$ cat src/rtl/store_buffer.sv
// store_buffer: posted-write FIFO sitting in front of DataMemory.
// CPU stores are queued and drained one per cycle whenever the CPU is not
// loading; loads are answered combinationally, forwarding the newest queued
// store to the same address ahead of DataMemory contents.
module store_buffer #(
    parameter int S  = 32,
    parameter int L  = 256,
    parameter int D  = 4,
    localparam int AW = $clog2(L),
    localparam int PW = $clog2(D),
    localparam int CW = $clog2(D) + 1
) (
    input  logic          clk,
    input  logic          reset,
    input  logic [AW-1:0] cpu_a,
    input  logic [S-1:0]  cpu_din,
    input  logic          cpu_mread,
    input  logic          cpu_mwrite,
    output logic [S-1:0]  cpu_dout,
    output logic          stall,
    output logic [AW-1:0] mem_a,
    output logic [S-1:0]  mem_din,
    output logic          mem_mread,
    output logic          mem_mwrite,
    input  logic [S-1:0]  mem_dout,
    output logic          empty,
    output logic [CW-1:0] count
);

    logic [AW-1:0] addr_q [D];
    logic [S-1:0]  data_q [D];
    logic [PW-1:0] head;
    logic [PW-1:0] tail;
    logic [CW-1:0] cnt;

    logic full;
    logic push;
    logic drain;

    // A full buffer rejects the store even if the head drains this same
    // cycle; the CPU simply retries next cycle.
    assign full  = (cnt == CW'(D));
    assign push  = cpu_mwrite & ~full;
    assign drain = ~cpu_mread & (cnt != '0);

    assign stall = cpu_mwrite & full;
    assign empty = (cnt == '0);
    assign count = cnt;

    // Memory port arbitration: loads own the port, otherwise drain the head.
    always_comb begin
        mem_a      = '0;
        mem_din    = '0;
        mem_mread  = 1'b0;
        mem_mwrite = 1'b0;
        if (!reset) begin
            if (cpu_mread) begin
                mem_a     = cpu_a;
                mem_mread = 1'b1;
            end else if (cnt != '0) begin
                mem_a      = addr_q[head];
                mem_din    = data_q[head];
                mem_mwrite = 1'b1;
            end
        end
    end

    // Store-to-load forwarding: walk entries oldest to newest so the newest
    // match wins; entries pushed this cycle are not yet visible.
    always_comb begin
        logic [PW-1:0] idx;
        idx      = '0;
        cpu_dout = mem_dout;
        if (cpu_mread) begin
            for (int i = 0; i < D; i++) begin
                idx = head + PW'(i);
                if ((CW'(i) < cnt) && (addr_q[idx] == cpu_a)) begin
                    cpu_dout = data_q[idx];
                end
            end
        end
    end

    // FIFO control: pointers wrap modulo D, count tracks occupancy.
    always_ff @(posedge clk or posedge reset) begin
        if (reset) begin
            head <= '0;
            tail <= '0;
            cnt  <= '0;
        end else begin
            if (push) begin
                tail <= tail + 1'b1;
            end
            if (drain) begin
                head <= head + 1'b1;
            end
            cnt <= cnt + CW'(push) - CW'(drain);
        end
    end

    // Entry storage: payload only, validity is implied by head/count.
    always_ff @(posedge clk) begin
        if (push) begin
            addr_q[tail] <= cpu_a;
            data_q[tail] <= cpu_din;
        end
    end

endmodule

$ cat config.mk
export PLATFORM = sky130hd
export DESIGN_NAME = store_buffer
export DESIGN_NICKNAME = d
export VERILOG_FILES = /design/src/rtl/store_buffer.sv
export SDC_FILE = /design/constraint.sdc
export NUM_CORES = 1
export LEC_CHECK = 0
export BUFFER_PORTS_ARGS = -buffer_cell sky130_fd_sc_hd__buf_4
export CAP_MARGIN = 0
export CORE_UTILIZATION = 40
export DETAILED_ROUTE_END_ITERATION = 10
export GPL_ROUTABILITY_DRIVEN = 0
export SYNTH_ARGS = -nofsm -noshare
export SYNTH_HDL_FRONTEND = slang
export SYNTH_SLANG_ARGS = --single-unit
export TNS_END_PERCENT = 30
$ cat constraint.sdc
create_clock -name clk -period 7.2 [get_ports clk]
set_input_delay 0 -clock clk [delete_from_list [all_inputs] [get_ports clk]]
set_output_delay 0 -clock clk [all_outputs]
set_load 0.005 [all_outputs]
# Word-level counts from Yosys, hierarchy flattened
# Memory sizes are Yosys's and may differ from the RTL's.
# Cells that the tools add are included.
classes:
  n_bitwise: 5
  addsub: 6
  mux: 18
  magnitude_cmp: 4
  n_reduce_logical: 6
  eq_ne: 5
ops:
  columns: ["cell", "n"]
  rows:
  - ["32-bit 2-to-1 mux", 8]
  - ["8-bit == test", 4]
  - ["8-bit 2-to-1 mux", 3]
  - ["1-bit 2-to-1 mux", 7]
  - ["1-bit by 3-bit less-than comparator with 1-bit output (first input constant)", 2]
  - ["2-bit by 3-bit less-than comparator with 1-bit output (first input constant)", 2]
  - ["2-bit by 1-bit adder with 2-bit output (second input constant)", 2]
  - ["2-bit adder (second input constant)", 2]
  - ["1-bit logical AND", 4]
  - ["3-bit by 1-bit adder with 3-bit output", 1]
  - ["1-bit bitwise AND", 3]
  - ["3-bit == test (second input constant)", 1]
  - ["3-bit zero test", 1]
  - ["3-bit nonzero test", 1]
  - ["3-bit by 1-bit subtractor with 3-bit output", 1]
  - ["1-bit inverter", 2]
totals:
  mem_bits_rw: 160
  out_inout_bits: 79
  n_memories: 2
  register_bits: 7
mem_list:
  columns: ["name", "words", "width", "rd", "rd_clocked_by_memory_dff", "wr", "line", "source"]
  rows:
  - ["data_q", 4, 32, 4, 0, 1, "31", "logic [S-1:0] data_q [D];"]
  - ["addr_q", 4, 8, 4, 0, 1, "30", "logic [AW-1:0] addr_q [D];"]

# Logic depth before layout (Yosys ltp)
# An unclocked memory read counts as a cell.
logic_depth:
  ltp_word: 8
  mapped_depth: 12
  depth_no_buf: 9

# Worst setup path after synthesis
# Ideal clock, no wire load.
synth_timing:
  kind: "reg2out"
  from: "register head[0]"
  to: "output cpu_dout[21]"
  t_arrival_ps: 2486
  n_path_buf: 3
  path_stages_with_launch: 12
  required_ps: 7200
  path_slack_ps: 4714
  path_cell_list: "dfrtp_1 -> buf_6 -> buf_6 -> mux4_2 -> xor2_1 -> nor4_2 -> o211a_1 -> nand2_4 -> buf_6 -> a21o_1 -> o221ai_1 -> a31oi_1"
synth_via:
  elab_chain_cells: 8
  elab_cells_between_ends: 18
synth_rtl:
  columns: ["item", "line", "source"]
  rows:
  - ["start: declaration", "32", "logic [PW-1:0] head;"]
  - ["start signal: assignment", "95", "head <= head + 1'b1;"]
  - ["2-bit by 1-bit adder with 2-bit output / memory read 4 x 8 bit (equally long branches)", null, null]
  - ["memory read 4 x 8 bit / 8-bit == test (equally long branches)", null, null]
  - ["8-bit == test / 1-bit logical AND (equally long branches)", "77", "if ((CW'(i) < cnt) && (addr_q[idx] == cpu_a)) begin"]
  - ["1-bit logical AND / 32-bit 2-to-1 mux (equally long branches)", "77", null]
  - ["32-bit 2-to-1 mux (2 in a row)", "77", null]
  - ["32-bit 2-to-1 mux (*)", "77", null]
  - ["32-bit 2-to-1 mux (*)", "74", "if (cpu_mread) begin"]
  - ["end: declaration", "19", "output logic [S-1:0] cpu_dout,"]
# Mark *: on every way between the ends. The rest lies on a longest branch, timed or not.

# Worst setup path after layout
layout_timing:
  from: "register head[0]"
  to: "output cpu_dout[27]"
# Same word-level chain as after synthesis.

==> reports/qor.log <==
INFO  logic_synthesis synth_fp_nets=1077
INFO  route          dr.pass1.iters=5
INFO  sta            finalCriticalPeriod=4.97ns
INFO  global_route   first_global_vias=8281
INFO  setup_path     critical_path.startpoint_type=flop
INFO  logic_synthesis syn_area_per_cell=11.2um2
INFO  cells_and_area layout-drive-gt1-share=25.9%
INFO  logic_synthesis ys_top_cells_by_area=sky130_fd_sc_hd__edfxtp_1, sky130_fd_sc_hd__mux2i_1, sky130_fd_sc_hd__mux2_2
INFO  route          num_vias=8472
INFO  clock_tree     clkLatencyLatePin=0.43ns
INFO  setup_path     critical_path.endpoint_type=primary output
INFO  pwr            leakagePower=5.24nW
INFO  clock_tree     cts-buffers-inserted=17
INFO  die            floorplan.rows=60
INFO  setup_path     timing.critical_path.buf_inv=2
INFO  die            floorplan.die.width=168um
INFO  sta            total_negative_setup_slack=0ns
INFO  run            max_cap_violations=0
INFO  global_route   grt_remaining_overflow=0
INFO  setup_path     cp.depth=10
INFO  logic_synthesis yosysSeqAreaShare=45.0%
INFO  clock_tree     post_cts_hold_fix_bufs=41
INFO  logic_synthesis ys_seq_elements=167
INFO  setup_path     r2r_cells=8
INFO  logic_synthesis synth_top_area_share=43.4%
INFO  clock_tree     clockBufferDepth=2
INFO  logic_synthesis synth_ff_type=sky130_fd_sc_hd__edfxtp_1
INFO  min_path       min_path_cells=3
INFO  sta            max_freq=201MHz
INFO  run_status     run_status=finished, final reports clean
INFO  logic_synthesis synthTopCellsByCount=sky130_fd_sc_hd__edfxtp_1, sky130_fd_sc_hd__mux2i_1, sky130_fd_sc_hd__o21ai_0
INFO  setup_path     worst_path_largest_cell_delay=1.02ns
INFO  logic_synthesis synth.largest_area_cell=sky130_fd_sc_hd__edfxtp_1
INFO  clock_tree     tritoncts=yes
INFO  die            num_io_pins=155
INFO  place          port-buffer-count=154
INFO  sta            fin_worst_skew=0.00827ns
INFO  clock_tree     cts.repair.resized=0
INFO  setup_path     worst_ep_required_time=7.20ns
INFO  sta            rsz0062_at_grt=no
INFO  route          drtAntennaViolNets=0
INFO  die            die_y=168um
INFO  place          post-dp-hpwl=18000um
INFO  setup_path     cp_top_family=flip-flops
INFO  route          remaining_drc_errors=0
INFO  clock_tree     path_clk_slew=0.07ns
INFO  setup_path     worstPathCellList=buf_4 > mux4_2 > xor2_1 > nor4_2 > o211a_1 > nand2_4 > nor2_1 > o221ai_1 > a31oi_1 > buf_4
INFO  global_route   grt_antenna_before_repair=1
INFO  sta            final_hold_viol_count=0
INFO  logic_synthesis synth-edff-count=160
INFO  pwr            total_power=0.00467W
INFO  cells_and_area fin_area=13300um2
INFO  clock_tree     cts_root_buf=sky130_fd_sc_hd__clkbuf_16
INFO  route          viasPerCell=5.71
INFO  logic_synthesis synth_warnings=0
INFO  pwr            irDropWorstVdd=153uV
INFO  route          initial_drt_markers=561
INFO  place          placed_cell_area=12300um2
INFO  clock_tree     cts-htree-levels=4
INFO  sta            report.final.setup_viol=0
INFO  die            initial_utilization=40.9%
INFO  global_route   pin_count_of_the_biggest_net_entering_global_routing=89
INFO  clock_tree     clock_sinks=167
INFO  global_route   grt_use_total=20.6%
INFO  cells_and_area final.fill_count=2434
INFO  cells_and_area final_cell_count_no_fill=1483
INFO  cells_and_area fin_nets=1213
INFO  setup_path     crit_type=flop to primary output
INFO  setup_path     critPathMostFrequentCell=sky130_fd_sc_hd__buf_4
INFO  die            design.core.area=27000um2
INFO  sta            post-route-period-util=69.1%
INFO  sta            slew_headroom=27.6%
INFO  logic_synthesis netlist_area_pre_place=11100um2
INFO  setup_path     data_arrival_time_of_the_worst_path=4.97ns
INFO  logic_synthesis synth.most_common_cell=sky130_fd_sc_hd__edfxtp_1
INFO  setup_path     critical-path-slowest-cell=sky130_fd_sc_hd__dfrtp_4
INFO  route          routedWlPerCell=19.5um
INFO  setup_path     cp_max_fo=76
INFO  die            die_area=28300um2
INFO  logic_synthesis synth.distinct_cells=51
INFO  route          routed_wirelength=29000um
INFO  place          post_place_cells=1409
INFO  logic_synthesis async_flop_share=4.19%
INFO  sta            tightestPinTransition=1.08ns
INFO  clock_tree     postCtsSetupBuffers=0
INFO  sta            timing_max_transition_violations_final=0
INFO  logic_synthesis syn-instance-count=992
INFO  cells_and_area syn2layout_area_growth=20.2%
INFO  pwr            power-per-cell-area=351nW/um2
INFO  min_path       worst_hold_path_type=primary input to flop
INFO  global_route   global_route_wire_length_before_repair=45100um
==> layout by cell type (no fill, tap or decap), types with 4 or more instances in the layout <==
cell type / synthesis / routed
sky130_fd_sc_hd__a31oi_1: 32 / 32
sky130_fd_sc_hd__clkinv_4: 0 / 4
sky130_fd_sc_hd__o21ai_0: 101 / 101
sky130_fd_sc_hd__a21o_1: 31 / 31
sky130_fd_sc_hd__dfrtp_1: 7 / 5
sky130_fd_sc_hd__ha_1: 8 / 8
sky130_fd_sc_hd__and2_2: 0 / 4
sky130_fd_sc_hd__edfxtp_1: 160 / 160
sky130_fd_sc_hd__nand2_1: 73 / 73
sky130_fd_sc_hd__mux4_2: 17 / 17
sky130_fd_sc_hd__clkbuf_16: 0 / 17
sky130_fd_sc_hd__inv_6: 0 / 4
sky130_fd_sc_hd__nand3_1: 34 / 34
sky130_fd_sc_hd__xor2_1: 13 / 13
sky130_fd_sc_hd__buf_4: 2 / 169
sky130_fd_sc_hd__mux4_1: 5 / 5
sky130_fd_sc_hd__nor2_1: 68 / 68
sky130_fd_sc_hd__o221ai_1: 31 / 31
sky130_fd_sc_hd__inv_1: 10 / 10
sky130_fd_sc_hd__xnor2_1: 24 / 24
sky130_fd_sc_hd__a21oi_1: 38 / 38
sky130_fd_sc_hd__mux2_2: 64 / 64
sky130_fd_sc_hd__dlygate4sd3_1: 0 / 41
sky130_fd_sc_hd__a22o_1: 6 / 6
sky130_fd_sc_hd__mux2i_1: 142 / 142
==> worst reg2reg max path, stage by stage (launching register included) <==
cell	delay [ns]
sky130_fd_sc_hd__dfrtp_1	0.43
sky130_fd_sc_hd__nor2_1	0.08
sky130_fd_sc_hd__a21boi_1	0.42
sky130_fd_sc_hd__inv_1	0.10
sky130_fd_sc_hd__ha_1	0.29
sky130_fd_sc_hd__inv_1	0.04
sky130_fd_sc_hd__ha_1	0.18
sky130_fd_sc_hd__fa_1	0.38
sky130_fd_sc_hd__xnor2_1	0.14
==> layout make-up <==
type	count	area [um2]	area share, %
antenna	1	2.50	0.0188
clock inverter	15	191	1.44
sequential	167	4990	37.5
tap	341	427	3.21
clock buffer	17	425	3.20
multi-input combinational	721	5540	41.7
timing repair buffer	210	1680	12.6
inverter	11	41.3	0.311
==> stage by stage <==
step / hold slack (ns) / worst slack (ns) / utilization (%)
after floorplan: -0.189 / 4.71 / -
after detailed placement: -0.0126 / 2.79 / 45.4
final: 0.0500 / 2.23 / 49.2
after global routing: 0.0635 / 1.96 / 49.2
after global placement: -0.0186 / 2.83 / 45.4
after CTS: 0.0320 / 2.29 / 49.2
==> worst paths after layout <==
check / start / endpoint / slack (ns)
min in group asynchronous: reset / count[2] / 0.09
min reg2reg: count[0] / count[0] / 0.62
max reg2reg: count[1] / count[2] / 5.04
max in group asynchronous: reset / head[0] / 6.84
max: head[0] / cpu_dout[27] / 2.23
min: cpu_mwrite / tail[0] / 0.05
==> registers in the layout (all words and copies together) (netlist names) <==
register	flops
tail	2
addr_q	32
data_q	128
count	3
head	2
==> where the power goes <==
group / total (W) / switching (W) / internal, W / leakage [nW]
sequential: 0.00149 / 0.000201 / 0.00129 / 1.55
combinational: 0.00222 / 0.00119 / 0.00103 / 3.40
clock: 0.000955 / 0.000401 / 0.000554 / 0.297
total: 0.00467 / 0.00179 / 0.00288 / 5.24
==> cells by family (layout without fill, tap and decap cells) <==
| family | Yosys count | in the layout | share of synthesized area, % |
|---|---|---|---|
| buffers and inverters | 104 | 253 | 4.98 |
| multiplexers | 230 | 230 | 24.2 |
| AND/OR/NAND/NOR | 197 | 197 | 7.86 |
| other | 0 | 1 | 0 |
| flip-flops | 167 | 167 | 45.0 |
| adder cells (fa/ha/maj) | 9 | 9 | 1.09 |
| AO/OA/AOI/OAI | 247 | 247 | 13.8 |
| XOR/XNOR | 38 | 38 | 3.08 |
==> routing by layer <==
layer / vias up / global-route usage (%) / part of all wire [%]
met3: 29 / 3.29 / 5.6
met5: - / 0 / 0
met2: 294 / 34.9 / 48
met1: 4112 / 27.1 / 45
met4: 0 / 5.93 / 1.3
li1: 4037 / - / -
Note: power is estimated with default switching activity, not from simulation.
